===== config.mk =====
export PLATFORM = sky130hd
export DESIGN_NAME = fft_twiddle_addr_gen
export DESIGN_NICKNAME = d
export VERILOG_FILES = /design/src/rtl/fft_twiddle_addr_gen.sv
export SDC_FILE = /design/constraint.sdc
export NUM_CORES = 1
export LEC_CHECK = 0
export BUFFER_PORTS_ARGS = -buffer_cell sky130_fd_sc_hd__buf_2
export CAP_MARGIN = 20
export CORE_MARGIN = 3
export CORE_UTILIZATION = 50
export CTS_BUF_LIST = sky130_fd_sc_hd__clkbuf_8
export CTS_CLUSTER_SIZE = 24
export DETAILED_ROUTE_END_ITERATION = 12
export GPL_ROUTABILITY_DRIVEN = 0
export PLACE_DENSITY = 0.7
export SLEW_MARGIN = 25
export SYNTH_ARGS = -nofsm -noshare
export SYNTH_HDL_FRONTEND = slang
export SYNTH_SLANG_ARGS = --single-unit

===== constraint.sdc =====
create_clock -name clk -period 8.8 [get_ports clk]
set_clock_uncertainty 0.05 [all_clocks]
set_input_delay 1.76 -clock clk [delete_from_list [all_inputs] [get_ports clk]]
set_output_delay 1.76 -clock clk [all_outputs]
set_load 0.05 [all_outputs]

===== src/rtl/fft_twiddle_addr_gen.sv =====
// Radix-2 DIT FFT butterfly/twiddle address sequencer.
// Walks all stages and butterflies; valid/last are delayed to match ROM latency.
module fft_twiddle_addr_gen #(
  parameter int LOG2N = 10,
  parameter int TW_AW = LOG2N-1
) (
  input  logic             clk,
  input  logic             rst,
  input  logic             clk_en,
  input  logic             start,
  output logic [TW_AW-1:0] tw_addr,
  output logic [LOG2N-1:0] addr_a,
  output logic [LOG2N-1:0] addr_b,
  output logic [3:0]       stage,
  output logic             addr_vld,
  output logic             data_vld,
  output logic             data_last,
  output logic             busy,
  output logic             done
);

  localparam int JW = LOG2N-1;

  typedef enum logic [1:0] {
    IDLE,
    RUN,
    FLUSH
  } state_t;

  state_t          state;
  logic [3:0]      s;
  logic [3:0]      ns;
  logic [JW-1:0]   j;
  logic [JW-1:0]   nj;
  logic            last;
  logic [LOG2N-1:0] half;
  logic [LOG2N-1:0] mask;
  logic [LOG2N-1:0] jx;
  logic [LOG2N-1:0] kx;
  logic [LOG2N-1:0] na;
  logic [LOG2N-1:0] nb;
  logic [TW_AW-1:0] ntw;

  assign stage = s;

  // Next butterfly index and its addresses (a = j with a 0 inserted at bit s).
  always_comb begin
    last = (s == 4'(LOG2N-1)) && (j == {JW{1'b1}});
    ns   = '0;
    nj   = '0;
    if (state == RUN) begin
      if (j == {JW{1'b1}}) begin
        ns = s + 4'd1;
        nj = '0;
      end else begin
        ns = s;
        nj = j + 1'b1;
      end
    end
    half = LOG2N'(1) << ns;
    mask = half - 1'b1;
    jx   = LOG2N'(nj);
    kx   = jx & mask;
    na   = ((jx & ~mask) << 1) | kx;
    nb   = na + half;
    ntw  = TW_AW'(kx << (4'(LOG2N-1) - ns));
  end

  // Sequencer FSM with registered outputs; everything holds when clk_en is low.
  always_ff @(posedge clk or negedge rst) begin
    if (!rst) begin
      state     <= IDLE;
      s         <= '0;
      j         <= '0;
      tw_addr   <= '0;
      addr_a    <= '0;
      addr_b    <= '0;
      addr_vld  <= 1'b0;
      data_vld  <= 1'b0;
      data_last <= 1'b0;
      busy      <= 1'b0;
      done      <= 1'b0;
    end else if (clk_en) begin
      data_vld <= addr_vld;
      unique case (state)
        IDLE: begin
          data_last <= 1'b0;
          done      <= 1'b0;
          if (start) begin
            state    <= RUN;
            s        <= ns;
            j        <= nj;
            tw_addr  <= ntw;
            addr_a   <= na;
            addr_b   <= nb;
            addr_vld <= 1'b1;
            busy     <= 1'b1;
          end
        end
        RUN: begin
          if (last) begin
            state     <= FLUSH;
            addr_vld  <= 1'b0;
            data_last <= 1'b1;
            done      <= 1'b1;
          end else begin
            s       <= ns;
            j       <= nj;
            tw_addr <= ntw;
            addr_a  <= na;
            addr_b  <= nb;
          end
        end
        FLUSH: begin
          state     <= IDLE;
          data_last <= 1'b0;
          done      <= 1'b0;
          busy      <= 1'b0;
        end
        default: state <= IDLE;
      endcase
    end
  end

endmodule


# Yosys cells after proc, flatten, opt, wreduce, memory -nomap -nowiden
# Cells that the tools add are included.
[op_classes]
n_bitwise = 4
n_reduce_logical = 11
div = 0
muxes = 28
order_cmp = 0
shifts = 2
n_addsub = 5
mul = 0
eq_ne = 7
[op_table]
columns = ["cell", "n"]
rows = [
  ["9-bit 2-to-1 mux", 6],
  ["10-bit 2-to-1 mux", 4],
  ["10-bit one-hot mux with 2 select lines", 2],
  ["9-bit one-hot mux with 2 select lines", 2],
  ["4-bit 2-to-1 mux", 4],
  ["10-bit adder", 1],
  ["9-bit by 10-bit bitwise AND with 10-bit output", 1],
  ["10-bit bitwise OR", 1],
  ["1-bit by 4-bit << shifter with 10-bit output, first input constant", 1],
  ["10-bit by 4-bit << shifter with 9-bit output", 1],
  ["10-bit by 1-bit subtractor with 10-bit output, second input constant", 1],
  ["9-bit by 1-bit adder with 9-bit output, second input constant", 1],
  ["9-bit bitwise AND", 1],
  ["9-bit equality test, second input constant", 1],
  ["9-bit inverter", 1],
  ["3-bit AND reduction", 3],
  ["4-bit one-hot mux with 2 select lines", 1],
  ["4-bit AND reduction", 2],
  ["2-bit != test, second input constant", 3],
  ["1-bit one-hot mux with 2 select lines", 3],
  ["2-bit nonzero test", 3],
  ["4-bit by 1-bit adder with 4-bit output, second input constant", 1],
  ["4-bit equality test, second input constant", 1],
  ["2-bit 2-to-1 mux", 2],
  ["other kinds (8)", 10],
]
[word_totals]
memories = 0
latchBits = 0
input_bits = 4
reg_bits = 48
ramBits = 0
rom_bits = 0
elab_cells = 67
output_inout_bits = 38

# Longest topological paths before layout
# Gate-level depths: netlist of run 1.
[depth]
word_depth = 11
depth_mapped = 23
mapped_depth_nobuf = 20

# Worst setup path before layout of run 1
# No wires, ideal clock.
[synth_timing]
path_kind = "reg-to-reg"
start = "reg j[0]"
end = "reg addr_b[8]"
path_buffers = 4
arrival_ps = 4226
setup_slack_ps = 4455
required_time_ps = 8680
stages_incl_launch_ff = 23
period_less_slack_ps = 4345
setup_ps = 70
cell_sequence = "dfrtp_1 ha_1 nand3_1 nor2_1 ha_1 buf_2 nand2_1 and3_1 buf_4 inv_1 buf_2 nand3_1 ha_1 clkbuf_1 xnor2_1 a32o_1 ha_1 a21o_1 a21oi_1 o21bai_1 a211o_1 a211o_1 nand3_1"
[synth_via]
elab_chain_len = 11
elab_cells_between_ends = 19
cone_classes = "3 x add/sub; 2 x eq/ne; 1 x shift; 7 x mux; 4 x bitwise; 2 x reduce/logical"
[synth_rtl]
columns = ["item", "line_no", "source"]
rows = [
  ["start: declaration", "33", "logic [JW-1:0] j;"],
  ["start signal: assignment", "92", "j <= nj;"],
  ["start signal: assignment", "108", "j <= nj;"],
  ["9-bit equality test", "52", "if (j == {JW{1'b1}}) begin"],
  ["4-bit 2-to-1 mux", "52", ""],
  ["4-bit 2-to-1 mux", "51", "if (state == RUN) begin"],
  ["1-bit by 4-bit << shifter with 10-bit output", "60", "half = LOG2N'(1) << ns;"],
  ["10-bit by 1-bit subtractor with 10-bit output", "61", "mask = half - 1'b1;"],
  ["9-bit inverter", "64", "na = ((jx & ~mask) << 1) | kx;"],
  ["9-bit bitwise AND", "64", ""],
  ["10-bit bitwise OR (*)", "64", ""],
  ["named net na[2]", "40", "logic [LOG2N-1:0] na;"],
  ["10-bit adder (*)", "65", "nb = na + half;"],
  ["10-bit 2-to-1 mux, on equally long branches", "101, 89", ""],
  ["10-bit one-hot mux with 2 select lines (*)", "85", "unique case (state)"],
  ["end signal: assignment", "95", "addr_b <= nb;"],
  ["end signal: assignment", "111", "addr_b <= nb;"],
  ["end: declaration", "13", "output logic [LOG2N-1:0] addr_b,"],
]
# Mark *: on every way through the listed nets, which the timed path passes. The rest lies on a longest branch. The select of a mux whose other input is x is not followed.
# A chain may end at the register's enable or synchronous reset.

# Final worst setup path of run 1
[layout_timing]
start = "reg j[0]"
end = "reg addr_b[9]"
# Same word-level chain as after synthesis.

==> flow_results.org, run 1 <==
** Power and ir drop
- Pwr Density :: just under 300 mW/mm2
- VDD sags by at most 0.147 mV.
- Leakage power :: between 1.5 and 2 nW

** STA
- Unrepaired setup endpoints after global routing :: false
- Setup violations remaining at the end of the flow were counted as 0.
- In this run the tightest slew margin relative to its limit is 39.4%.
- Worst hold slack :: roughly 0.43 ns
- Max-slew violation total from the final report :: 0
- The smallest clock period supported by the final layout is computed as 5.72 ns.
- The hold violation total from the final report was 0.
- Slew at the pin closest to its max-slew limit :: 0.891 ns
- Accumulated negative setup slack :: 0 ns
- Timing would allow up to 175 MHz.
- The final critical path takes up 65.0% of the cycle.

** Global route
- The via count of the first global-routing pass is 2,828.
- The total overflow left after global routing is 0.
- Global routing used 22.6% of the available tracks across all layers.
- Entering global routing, the biggest net connects 49 pins.
- The number of antenna violations at the first check in global routing came to 0.
- Global-route wire length before repair :: 13,900 um

** Clock network
- Worst-skew pair later-pin latency :: 0.30 ns
- Register clock-pin slew on the reported worst setup and hold paths :: 0.09 ns
- Post-CTS setup buffer count :: 0
- TritonCTS built the clock tree.
- Inserted Clock Buffers :: 5
- The H-tree generated during clock tree synthesis spans 2 levels.
- TritonCTS Sinks :: 48
- CTS placed an instance of sky130_fd_sc_hd__clkbuf_8 at the clock tree root.
- Counting along the longest clock path gives a buffer depth of 2.
- Post-CTS Hold Buffers :: 0
- Once the clock tree was built, the resizer swapped 0 gates to a different size.

** Route
- Once detail routing completed, the nets flagged for antenna violations numbered 0.
- Total length of routed met3 wires :: approximately 440 um
- Detail-routed net length per standard cell :: 16.8 um
- In the routed design, unresolved DRC markers number 0.
- Met2 Wirelength :: 3650 um
- Highest routed metal layer :: met4
- Number of vias per cell :: between 6 and 7
- Detailed-router iteration count before antenna repair :: 5
- In this run, the number of DRC markers left after iteration 0 of detailed routing was roughly 260.
- The detailed router put a total of 3930 um of wire on met1.
- Vias :: 2,993
- Wires add up to roughly 8200 um.

** Floorplan
- The floorplan has 29 rows.
- Die width :: 87.6 um
- Floorplan die area :: 0.00767 mm2
- Total core area :: 0.00639 mm2
- Die span in y :: 87.6 um
- For this design the top-level I/O count stands at 42.
- Effective utilization at floorplan :: 52.1%

** Worst setup path
- In this run the worst path has a maximum fanout of 17.
- STA puts the critical path data arrival time at around 5.9 ns.
- Crit. End Element :: flop
- At the worst endpoint, the required time is 8.96 ns.
- Category of the most critical setup path :: reg -> reg
- The worst setup path is launched from a flop.

** Finish
- The repair_antennas step left the layout with diodes totalling 0.
- Multi-input gate area :: 0.00198 mm2
- The filler cells instantiated in the layout total 578.
- Storage element area :: around 0.0012 mm2
- At the end of the flow, the number of nets in the layout was around 430.
- Fraction of layout cells with a size suffix above 1 :: 18.6%
- Area added between synthesis and finish :: 9.55%

** Run status
- Status :: finished clean

** Placement
- IO Port Bufs :: 41
- Detailed placement ended at an HPWL of slightly below 6000 um.

** Synthesis
- Warnings from Yosys :: 0
- Average footprint of a synthesized cell :: around 8.8 um2
- Instance count of the mapped netlist :: 379
- When the netlist entered floorplanning its net count stood at 398.
- Yosys mapped a number of flops with a built-in enable equal to 0.
- Summing every instance area after synthesis gives 0.00333 mm2.
- The number of different library cells used by synthesis comes to 70.
- Counting flops and latches in the post-synthesis netlist gives 48.
- Summing the sequential cell areas from Yosys gives between 30% and 40% of the chip area.
- Async set-or-reset flop fraction in the synthesized netlist :: 100%
- For this run, the leading register cell type out of synthesis is sky130_fd_sc_hd__dfrtp_1.

** Job
- Across the run, the number of max-cap violations was 0.

** Hold path
- The tightest min-delay check is of the reg -> reg type.
==> metrics by stage <==
step | setup slack [ns] | instances | util [%] | instance area, um2 | total power [W]
finish | 3.08 | 485 | 57.1 | 3640 | 0.00108
global route | 2.58 | 485 | 57.1 | 3640 | 0.00116
CTS | 3.19 | 485 | 57.1 | 3640 | 0.00108
detailed placement | 3.26 | 477 | 55.6 | 3550 | 0.000944
global placement | 3.48 | 477 | 55.6 | 3550 | 0.000937
floorplan | 4.45 | 379 | - | 3330 | 0.000806
==> worst max-delay path: stages, from the launching register on <==
cell and delay (ns):
sky130_fd_sc_hd__dfrtp_1 0.41, sky130_fd_sc_hd__ha_1 0.25, sky130_fd_sc_hd__nand3_1 0.09, sky130_fd_sc_hd__nor2_1 0.11, sky130_fd_sc_hd__ha_1 0.49, sky130_fd_sc_hd__and4_1 0.35, sky130_fd_sc_hd__mux2i_2 0.78, sky130_fd_sc_hd__and2_1 0.30
sky130_fd_sc_hd__nand3_1 0.16, sky130_fd_sc_hd__ha_1 0.40, sky130_fd_sc_hd__inv_1 0.22, sky130_fd_sc_hd__a31oi_1 0.06, sky130_fd_sc_hd__mux2_2 0.32, sky130_fd_sc_hd__o2bb2ai_1 0.15, sky130_fd_sc_hd__ha_1 0.35, sky130_fd_sc_hd__nand2_1 0.06
sky130_fd_sc_hd__o21ai_0 0.32, sky130_fd_sc_hd__o211ai_1 0.20, sky130_fd_sc_hd__o21ai_0 0.26, sky130_fd_sc_hd__nor3_1 0.10, sky130_fd_sc_hd__o31ai_1 0.20
==> cell usage in the layout (no fill, tap or decap), types with 7 or more instances in the layout <==
master and count:
sky130_fd_sc_hd__dfrtp_1 48, sky130_fd_sc_hd__o21ai_0 31, sky130_fd_sc_hd__nand2_1 52, sky130_fd_sc_hd__mux2_2 12, sky130_fd_sc_hd__nor2_1 19, sky130_fd_sc_hd__inv_1 12, sky130_fd_sc_hd__or3_1 7, sky130_fd_sc_hd__buf_2 40
sky130_fd_sc_hd__nand3_1 12, sky130_fd_sc_hd__xnor2_1 8, sky130_fd_sc_hd__ha_1 14, sky130_fd_sc_hd__a21oi_1 20, sky130_fd_sc_hd__nor3_1 14
==> layer usage <==
metal | vias to the layer above | global-route usage (%)
met5 | - | 0
met4 | 0 | 5.58
met3 | 17 | 2.82
met2 | 107 | 34.8
met1 | 1420 | 33.8
li1 | 1449 | -
==> synth_stat cells, types with 3 or more instances <==
| master | n | area [um2] |
|---|---|---|
| sky130_fd_sc_hd__a211oi_1 | 4 | 30.0 |
| sky130_fd_sc_hd__o31ai_1 | 4 | 30.0 |
| sky130_fd_sc_hd__or2_2 | 3 | 18.8 |
| sky130_fd_sc_hd__o21ai_0 | 31 | 155 |
| sky130_fd_sc_hd__mux2i_1 | 4 | 40.0 |
| sky130_fd_sc_hd__o2bb2ai_1 | 3 | 26.3 |
| sky130_fd_sc_hd__nor3_1 | 14 | 70.1 |
| sky130_fd_sc_hd__nor3b_1 | 4 | 30.0 |
| sky130_fd_sc_hd__xor2_1 | 4 | 35.0 |
| sky130_fd_sc_hd__buf_2 | 7 | 35.0 |
| sky130_fd_sc_hd__nand2_1 | 52 | 195 |
| sky130_fd_sc_hd__clkbuf_1 | 13 | 48.8 |
| sky130_fd_sc_hd__mux2_2 | 12 | 135 |
| sky130_fd_sc_hd__xnor2_1 | 8 | 70.1 |
| sky130_fd_sc_hd__o22ai_1 | 3 | 18.8 |
| sky130_fd_sc_hd__a21oi_1 | 20 | 100 |
| sky130_fd_sc_hd__nor2_1 | 19 | 71.3 |
| sky130_fd_sc_hd__o211ai_1 | 4 | 30.0 |
| sky130_fd_sc_hd__nand3_1 | 12 | 60.1 |
| sky130_fd_sc_hd__nor2b_1 | 3 | 18.8 |
| sky130_fd_sc_hd__nand2b_1 | 3 | 18.8 |
| sky130_fd_sc_hd__inv_1 | 11 | 41.3 |
| sky130_fd_sc_hd__ha_1 | 14 | 175 |
| sky130_fd_sc_hd__dfrtp_1 | 48 | 1200 |
| sky130_fd_sc_hd__and2_1 | 3 | 18.8 |
| sky130_fd_sc_hd__a31oi_1 | 4 | 25.0 |
| sky130_fd_sc_hd__a21o_1 | 6 | 45.0 |
| sky130_fd_sc_hd__nand4_1 | 4 | 25.0 |
| sky130_fd_sc_hd__a32o_1 | 4 | 40.0 |
| sky130_fd_sc_hd__or3_1 | 7 | 43.8 |
==> worst paths after layout <==
path	start	end	slack, ns	depth (start not counted)
worst max-delay path	j[0]$_DFFE_PN0P_	addr_b[9]$_DFFE_PN0P_	3.08	20
worst min-delay path	addr_b[7]$_DFFE_PN0P_	addr_b[7]$_DFFE_PN0P_	0.43	2
worst max register to register	j[0]$_DFFE_PN0P_	addr_b[9]$_DFFE_PN0P_	3.08	20
worst min register to register	addr_b[7]$_DFFE_PN0P_	addr_b[7]$_DFFE_PN0P_	0.43	2
max in group asynchronous	rst	stage[1]$_DFFE_PN0P_	6.87	1
min in group asynchronous	rst	done$_DFFE_PN0P_	1.40	1
==> logic make-up (layout without fill, tap and decap cells) <==
| logic type | count (synthesis) | in the layout | share of synthesized area, % |
|---|---|---|---|
| and+or+nand+nor | 143 | 143 | 22.4 |
| AOI/OAI and AO/OA | 108 | 108 | 21.9 |
| DFF | 48 | 48 | 36.1 |
| buffers and inverters | 34 | 63 | 4.32 |
| muxes | 18 | 18 | 6.13 |
| adders and majority gates | 15 | 15 | 5.87 |
| xor gates and xnor gates | 12 | 12 | 3.16 |
| other | 1 | 1 | 0.113 |
==> power by group <==
part	total (W)	switching [W]	internal (W)
Combinational	0.000623	0.000425	0.000198
Sequential	0.000323	0.0000434	0.000279
Clock	0.000137	0.0000740	0.0000628
Total	0.00108	0.000543	0.000540
==> layout make-up <==
class | instances | share of cell area, %
inverters | 11 | 1.13
clock inverters | 2 | 0.309
multi-input cells | 297 | 54.4
clock buffers | 6 | 2.27
well taps | 77 | 2.64
repair buffers | 44 | 6.32
flip-flops and latches | 48 | 33.0
==> state kept, by name (all words and copies together), names as in the netlist <==
name      flops
tw_addr       9
addr_b       10
done          1
data_vld      1
stage         4
addr_a       10
state         2
busy          1
addr_vld      1
j             9
No activity file was read; power rests on OpenSTA's default activity.
==> run 2, diff against run 1 <==
--- a/config.mk
+++ b/config.mk
@@ -13,7 +13,7 @@
 export CTS_CLUSTER_SIZE = 24
 export DETAILED_ROUTE_END_ITERATION = 12
 export GPL_ROUTABILITY_DRIVEN = 0
-export PLACE_DENSITY = 0.7
+export PLACE_DENSITY = 0.73
 export SLEW_MARGIN = 25
 export SYNTH_ARGS = -nofsm -noshare
 export SYNTH_HDL_FRONTEND = slang
==> constraint.sdc (replaced) <==
create_clock -name clk -period 5.1 [get_ports clk]
set_clock_uncertainty 0.05 [all_clocks]
set_input_delay 1.02 -clock clk [delete_from_list [all_inputs] [get_ports clk]]
set_output_delay 1.02 -clock clk [all_outputs]
set_load 0.05 [all_outputs]
==> flow_results.org, run 2 (same netlist as run 1, synthesis figures left out) <==
** Run status
- The flow ran to the end, and the final reports show no timing, DRC or antenna violations.

** Floorplan
- The overall die area is 0.00767 mm2 (unchanged).
- The die height is 87.6 um (unchanged).
- The number of placement rows is 29 (unchanged).
- Effective utilization at floorplan :: 52.1% (unchanged)
- The area of the core is 0.00639 mm2 (unchanged).
- Top Ports :: 42 (unchanged)
- Die width :: 87.6 um (unchanged)

** Clock network
- Deepest level of the CTS H-tree :: 2 (unchanged)
- TritonCTS built the clock tree.
- The clock-pin slew of the registers on the worst-case setup and hold paths was 0.09 ns (about the same).
- The post-CTS setup repair buffer count is 0 (unchanged).
- Maximum clock path buffer count :: 2 (unchanged)
- CTS placed an instance of sky130_fd_sc_hd__clkbuf_8 at the clock tree root.
- TritonCTS Sinks :: 48 (unchanged)
- The number of buffers added by the clock tree synthesis step came to 5 (unchanged).
- The clock latency at the later pin of the worst-skew pair came to 0.30 ns (about the same).

** Finish
- The final-stage net count was 432 (+1.4%).
- Leading cell types in the layout, fill and taps excluded :: sky130_fd_sc_hd__nand2_1 (52), sky130_fd_sc_hd__dfrtp_1 (48), sky130_fd_sc_hd__buf_2 (40), sky130_fd_sc_hd__o21ai_0 (31), sky130_fd_sc_hd__a21oi_1 (20)
- Fillers :: 580 (+0.35%)
- The non-filler instance count after layout is 491 (+1.2%).
- Top Registers :: addr_a x10, addr_b x10
- Leaving out fill and tap cells, the most frequent cell in the layout is sky130_fd_sc_hd__nand2_1.
- Storage element area :: 0.00120 mm2 (unchanged)
- Antenna cell count :: 0 (unchanged)
- Fraction of layout cells with a size suffix above 1 :: 20.0% (+1.4 points)
- From synthesis to final layout, the design area changed by 11.0%.
- Multi-input gate area :: 0.00198 mm2 (+0.13%)

** Global route
- The number of antenna violations at the first check in global routing is 0 (unchanged).
- Vias in the first global route :: 2,839 (+0.39%)
- Global-route usage over all layers :: 23.5% (+0.88 points)
- Global-route wire length before repair :: 14,200 um (+1.8%)
- Sum of overflow across all layers after global routing :: 0 (unchanged)
- The pin count of the biggest net entering global routing came to 49 (unchanged).

** Route
- Post-route DRC violation count :: 0 (unchanged)
- Number of vias per cell :: 6.25 (+1.4%)
- Vias :: 3,071 (+2.6%)
- The number of violations reported at the end of detailed-routing iteration 0 came to 247 (-3.5%).
- The routed wirelength normalized by instance count came to 17.5 um (+3.8%).
- Detailed-router iteration count before antenna repair :: 5 (unchanged)
- Detailed-route wire length :: 8570 um (+5.1%)
- The count of nets left with antenna violations after detail routing came to 0 (unchanged).

** Placement
- The number of port buffers was 41 (unchanged).
- Placed wire-length estimate after detailed placement :: 6370 um (+6.9%)
- The cell total after placement was 483 (+1.3%).

** STA
- Accumulated negative setup slack :: 0 ns (unchanged)
- Final clock period utilization by the worst path :: 92.5% (+27 points)
- The relative slew slack is 36.2% (-3.2 points).
- Slew at the pin closest to its max-slew limit :: 0.958 ns (+0.0662 ns)
- Post-layout min period :: 4.72 ns (-1.00 ns)
- Fmax achieved :: 212 MHz (+21%)
- Final hold vios :: 0 (unchanged)
- Unrepaired setup endpoints after global routing :: false
- The count of final setup violators was 0 (unchanged).
- The count of final max-slew check failures came to 0 (unchanged).
- Worst hold slack :: 0.430 ns (+0.00117 ns)

** Hold path
- Hold-critical path endpoint :: addr_b[3]$_DFFE_PN0P_
- The worst hold path begins at addr_b[3]$_DFFE_PN0P_.
- Worst hold path depth :: 2 (unchanged)
- Hold Path Class :: reg -> reg

** Power and ir drop
- Share of power burned in the clock network :: 12.6% (about the same)
- Relative contribution of sequential cells to total power :: 29.3% (-0.5 points)
- Total power consumption of the routed design :: 0.00190 W (+76%)
- The power per cell area is 515 mW/mm2 (+73%).
- The highest ir drop seen on vdd was 0.274 mV (+87%).
- Design internal power :: 0.000946 W (+75%)
- The leakage dissipation came to 1.75 nW (+1.4%).
- The fraction of power spent switching nets was 50.3% (+0.14 points).
- The part of the power in combinational logic was 58.1% (+0.5 points).
- The switching component of the power is 0.000957 W (+76%).

** Worst setup path
- Crit. End Element :: flop
- Element type at the critical path start :: flop
- End of the worst register-to-register path :: addr_b[9]$_DFFE_PN0P_
- Category of the most critical setup path :: reg -> reg
- The maximum fanout along the worst path was 16 (-1).
- The data arrival time of the critical path is 4.88 ns (-0.99 ns).
- Internal reg-to-reg setup slack :: 0.38 ns (-2.70 ns)
- The number of cells traversed by the worst register-to-register path is 20 (unchanged).
- The required time of the critical path came to 5.27 ns (-3.69 ns).
- The worst register-to-register path begins at j[0]$_DFFE_PN0P_.

** Job
- Count of max-cap constraint violations :: 0 (unchanged)
run 2: changes by cell type in the layout (fill, tap and decap cells not counted):
cell / change
sky130_fd_sc_hd__ha_1: -1
sky130_fd_sc_hd__ha_2: +1
sky130_fd_sc_hd__buf_4: +6
run 2: repair_timing:
action | 4_1_cts | 5_1_grt
hold buffers | 0 | 0
gates resized for setup | 0 | 1
setup endpoints to repair | 0 | 1
endpoints found under the hold margin | 0 | 0
run 2: how the worst max path moves through the flow:
stage | startpoint | end | depth (start not counted)
5_1_grt | j[0]$_DFFE_PN0P_ | addr_b[9]$_DFFE_PN0P_ | 20
3_5_place_dp | j[0]$_DFFE_PN0P_ | addr_b[9]$_DFFE_PN0P_ | 20
4_1_cts | j[0]$_DFFE_PN0P_ | addr_b[9]$_DFFE_PN0P_ | 20
2_1_floorplan | j[0]$_DFFE_PN0P_ | addr_b[8]$_DFFE_PN0P_ | 22
3_3_place_gp | j[0]$_DFFE_PN0P_ | addr_b[9]$_DFFE_PN0P_ | 20
6_report | j[0]$_DFFE_PN0P_ | addr_b[9]$_DFFE_PN0P_ | 20
run 2: cell type report:
type	count	share of cell area, %
Inverter	11	1.12
Clock buffer	6	2.24
Timing Repair Buffer	50	7.46
Tap cell	77	2.61
Clock inverter	2	0.305
Multi-Input combinational cell	297	53.7
Sequential cell	48	32.5
run 2: layer usage:
layer | up-vias | global-route usage [%] | share of wire (%)
met2 | 133 | 35.5 | 45
met5 | - | 0 | 0
met1 | 1456 | 33.8 | 46
li1 | 1461 | - | -
met3 | 21 | 3.86 | 6.5
met4 | 0 | 8.93 | 2.5
run 2: power groups by stage:
stage	sequential (W)	clock [W]	combinational (W)
CTS	0.000557	0.000254	0.00110
floorplan	0.000834	0	0.000557
global placement	0.000561	0	0.00107
detailed placement	0.000564	0	0.00109
finish	0.000557	0.000240	0.00111
global route	0.000570	0.000261	0.00119
run 2: worst max-delay path: stages, from the launching register on:
cell,delay [ns]
sky130_fd_sc_hd__dfrtp_1,0.40
sky130_fd_sc_hd__ha_1,0.25
sky130_fd_sc_hd__nand3_1,0.10
sky130_fd_sc_hd__nor2_1,0.12
sky130_fd_sc_hd__ha_2,0.36
sky130_fd_sc_hd__and4_1,0.31
sky130_fd_sc_hd__mux2i_2,0.24
sky130_fd_sc_hd__and2_1,0.22
sky130_fd_sc_hd__nand3_1,0.17
sky130_fd_sc_hd__ha_1,0.27
sky130_fd_sc_hd__inv_1,0.17
sky130_fd_sc_hd__a31oi_1,0.06
sky130_fd_sc_hd__mux2_2,0.29
sky130_fd_sc_hd__o2bb2ai_1,0.14
sky130_fd_sc_hd__ha_1,0.34
sky130_fd_sc_hd__nand2_1,0.06
sky130_fd_sc_hd__o21ai_0,0.32
sky130_fd_sc_hd__o211ai_1,0.20
sky130_fd_sc_hd__o21ai_0,0.26
sky130_fd_sc_hd__nor3_1,0.09
sky130_fd_sc_hd__o31ai_1,0.20
run 2: metrics by stage:
step / worst slack [ns] / util, % / cell area (um2)
after floorplan: 0.755 / - / 3330
after global placement: 0.563 / 56.3 / 3590
after detailed placement: 0.309 / 56.3 / 3600
after CTS: 0.270 / 57.8 / 3690
after global routing: 0.0791 / 57.8 / 3690
final: 0.385 / 57.8 / 3690
==> run 3, diff against run 2 <==
--- a/config.mk
+++ b/config.mk
@@ -13,7 +13,7 @@
 export CTS_CLUSTER_SIZE = 24
 export DETAILED_ROUTE_END_ITERATION = 12
 export GPL_ROUTABILITY_DRIVEN = 0
-export PLACE_DENSITY = 0.73
+export PLACE_DENSITY_LB_ADDON = 0.15
 export SLEW_MARGIN = 25
 export SYNTH_ARGS = -nofsm -noshare
 export SYNTH_HDL_FRONTEND = slang
==> flow_results.org, run 3 (same netlist as run 1, synthesis figures left out) <==
** Run status
- The run finished with clean final reports.

** STA
- The hold violation total from the final report came to 0 (unchanged).
- The count of final max-slew check failures came to 0 (unchanged).
- The highest clock frequency the design can meet was 212 MHz (about the same).
- Setup repair after global routing left no endpoint under its margin.
- Final clock period utilization by the worst path :: 92.4% (about the same)
- The measured slew at the worst slew-check pin came to 0.944 ns (-0.0139 ns).
- Accumulated negative setup slack :: 0 ns (unchanged)
- The final period demand of the worst path is 4.71 ns (-0.00257 ns).
- Worst rel slew slack :: 37.1% (+0.92 points)
- Worst setup margin :: 0.387 ns (+0.00257 ns)
- Number of endpoints failing setup at the final stage :: 0 (unchanged)

** Worst setup path
- Largest stage delay on the critical path :: 0.39 ns (about the same)
- Number of cells on the critical path :: 20 (unchanged)
- Worst-path cell with the longest stage delay :: sky130_fd_sc_hd__dfrtp_1
- In this run the worst setup path begins at j[0]$_DFFE_PN0P_.
- The maximum fanout along the worst path is 8 (-8).
- The worst setup path is of the reg -> reg kind.
- Crit. End Element :: flop
- The number of cells traversed by the worst register-to-register path came to 20 (unchanged).
- Signal arrival time at the worst endpoint :: 4.88 ns (about the same)
- The worst setup path is launched from a flop.
- Following the worst setup path forward leads to its endpoint at addr_b[9]$_DFFE_PN0P_.
- End of the worst register-to-register path :: addr_b[9]$_DFFE_PN0P_
- The required time of the critical path was 5.26 ns (about the same).
- Walking the worst path, the cells encountered are ha_1, nand3_1, nor2_1, ha_1, and4_1, mux2i_2, and2_1, nand3_1, ha_1, inv_1, nor3_1, a21o_1, a2bb2oi_2, o31ai_2, ha_1, or3_1, o211ai_1, o21ai_0, o21a_1, o31ai_1.
- Cell occurring most often along the worst timing path :: sky130_fd_sc_hd__ha_1
- The startpoint identified for the worst register-to-register timing path is j[0]$_DFFE_PN0P_.
- The sum of buffers and inverters on the critical path is 1 (unchanged).
- Internal reg-to-reg setup slack :: 0.39 ns (about the same)
- The cell family contributing the most delay on the critical path is simple AND/OR/NAND/NOR gates.

** Clock network
- Register clock-pin slew on the reported worst setup and hold paths :: 0.09 ns (about the same)
- The H-tree depth came to 2 (unchanged).
- The clock tree buffer depth came to 2 (unchanged).
- TritonCTS Sinks :: 48 (unchanged)
- The number of buffers added by the clock tree synthesis step was 5 (unchanged).
- Worst-skew pair later-pin latency :: 0.30 ns (about the same)
- Buffer type at the clock tree root :: sky130_fd_sc_hd__clkbuf_8
- TritonCTS built the clock tree.

** Floorplan
- Placement Rows :: 29 (unchanged)
- Floorplan die area :: 0.00767 mm2 (unchanged)
- Die span in y :: 87.6 um (unchanged)
- Effective utilization at floorplan :: 52.1% (unchanged)
- Top Ports :: 42 (unchanged)
- Total core area :: 0.00639 mm2 (unchanged)
- Die width :: 87.6 um (unchanged)

** Finish
- Total Nets Final :: 436 (+0.93%)
- The number of antenna diodes was 0 (unchanged).
- Area added between synthesis and finish :: 12.0%
- Fraction of layout cells with a size suffix above 1 :: 20.4% (+0.38 points)
- Storage element area :: 0.00120 mm2 (unchanged)
- Top Registers :: addr_a x10, addr_b x10
- Leading cell types in the layout, fill and taps excluded :: sky130_fd_sc_hd__nand2_1 (52), sky130_fd_sc_hd__dfrtp_1 (48), sky130_fd_sc_hd__buf_2 (40), sky130_fd_sc_hd__o21ai_0 (31), sky130_fd_sc_hd__a21oi_1 (20)
- Leaving out fill and tap cells, the most frequent cell in the layout is sky130_fd_sc_hd__nand2_1.
- Final non-filler cell total :: 493 (+0.41%)
- The area taken by multi-input logic gates was 0.00198 mm2 (-0.13%).
- Final design area excluding fillers :: 0.00372 mm2 (+0.88%)
- The number of fill cells was 580 (unchanged).

** Route
- Detail-routed net length per standard cell :: 17.8 um (+1.9%)
- The iteration count of the initial detailed-routing pass was 5 (unchanged).
- The via count normalized by instance count came to 6.21 (-0.76%).
- The residual DRC count came to 0 (unchanged).
- Vias :: 3,060 (-0.36%)
- The number of violations reported at the end of detailed-routing iteration 0 came to 228 (-7.7%).
- Number of routed nets with antenna violations :: 0 (unchanged)
- The wire length after detailed routing is 8770 um (+2.3%).

** Global route
- The residual overflow from global routing was 0 (unchanged).
- The via count of the first global-routing pass is 2,890 (+1.8%).
- The number of antenna violations at the first check in global routing came to 0 (unchanged).
- Global-route wire length before repair :: 14,700 um (+3.6%)
- Largest net degree at the start of global routing :: 49 (unchanged)
- The total track usage was 24.3% (+0.81 points).

** Power and ir drop
- Combinational share of power :: 57.4% (-0.7 points)
- The overall power after layout is 0.00193 W (+1.3%).
- The internal cell power was 0.000980 W (+3.6%).
- Pwr Density :: 518 mW/mm2 (+0.44%)
- The leakage dissipation is 1.77 nW (+1.3%).
- The register share of total power was 28.8% (-0.5 points).
- The switching component of the power is 0.000948 W (-0.96%).
- The highest ir drop seen on vdd is 0.267 mV (-2.6%).
- Share of power burned in the clock network :: 13.7% (+1.1 points)
- The fraction of power spent switching nets came to 49.2% (-1.1 points).

** Hold path
- Hold Path Class :: reg -> reg

** Placement
- IO Port Bufs :: 41 (unchanged)
- The setup slack at placement is 0.432 ns (+0.123 ns).
- The cell total after placement came to 484 (+0.21%).
- Placed wire-length estimate after detailed placement :: 6360 um (-0.13%)
- Cell Area, Placed :: 0.00360 mm2 (+0.21%)

** Job
- The max-capacitance violation count came to 0 (unchanged).
-- run 3: worst min-delay path by stage --
stage | start | to | slack [ns] | cells past startpoint
2_1_floorplan | j[8]$_DFFE_PN0P_ | j[8]$_DFFE_PN0P_ | 0.41 | 2
3_3_place_gp | addr_b[1]$_DFFE_PN0P_ | addr_b[1]$_DFFE_PN0P_ | 0.41 | 2
3_5_place_dp | addr_b[2]$_DFFE_PN0P_ | addr_b[2]$_DFFE_PN0P_ | 0.42 | 2
4_1_cts | addr_b[2]$_DFFE_PN0P_ | addr_b[2]$_DFFE_PN0P_ | 0.44 | 2
5_1_grt | addr_b[1]$_DFFE_PN0P_ | addr_b[1]$_DFFE_PN0P_ | 0.46 | 2
6_report | addr_b[2]$_DFFE_PN0P_ | addr_b[2]$_DFFE_PN0P_ | 0.43 | 2
-- run 3: final cells by class --
| type | instances | share of cell area (%) |
|---|---|---|
| Multi-Input combinational cell | 297 | 53.2 |
| Tap cell | 77 | 2.59 |
| Clock buffer | 5 | 1.85 |
| Timing Repair Buffer | 54 | 8.20 |
| Inverter | 11 | 1.11 |
| Clock inverter | 1 | 0.806 |
| Sequential cell | 48 | 32.2 |
-- run 3: per-stage QoR --
| stage | util, % | hold WS, ns |
|---|---|---|
| floorplan | - | 0.406 |
| CTS | 58.0 | 0.436 |
| global placement | 56.4 | 0.407 |
| global route | 58.3 | 0.465 |
| finish | 58.3 | 0.428 |
| detailed placement | 56.4 | 0.416 |
-- run 3: timing repair --
action,4_1_cts,5_1_grt
endpoints found under the setup margin,0,1
hold buffers,0,0
setup buffers,0,3
gates resized for setup,0,0
-- run 3: metal layers --
layer / track usage (%) / vias to the layer above / share of wire (%)
li1: - / 1463 / -
met1: 34.8 / 1465 / 46
met2: 37.7 / 118 / 46
met3: 4.52 / 14 / 6.6
met4: 6.83 / 0 / 1.6
met5: 0 / - / 0
-- run 3: worst min-delay path, delay by kind of cell (launching register included) --
| family | cells | cell delay [ns] |
|---|---|---|
| AOI/OAI and AO/OA | 1 | 0.06 |
| and+or+nand+nor | 1 | 0.05 |
| DFF | 1 | 0.34 |
-- run 3: power by group through the flow --
stage               Sequential, W  Clock [W]  Combinational, W
detailed placement       0.000563          0           0.00109
CTS                      0.000557   0.000271           0.00110
floorplan                0.000834          0          0.000557
global route             0.000572   0.000288           0.00120
finish                   0.000556   0.000265           0.00111
global placement         0.000559          0           0.00108
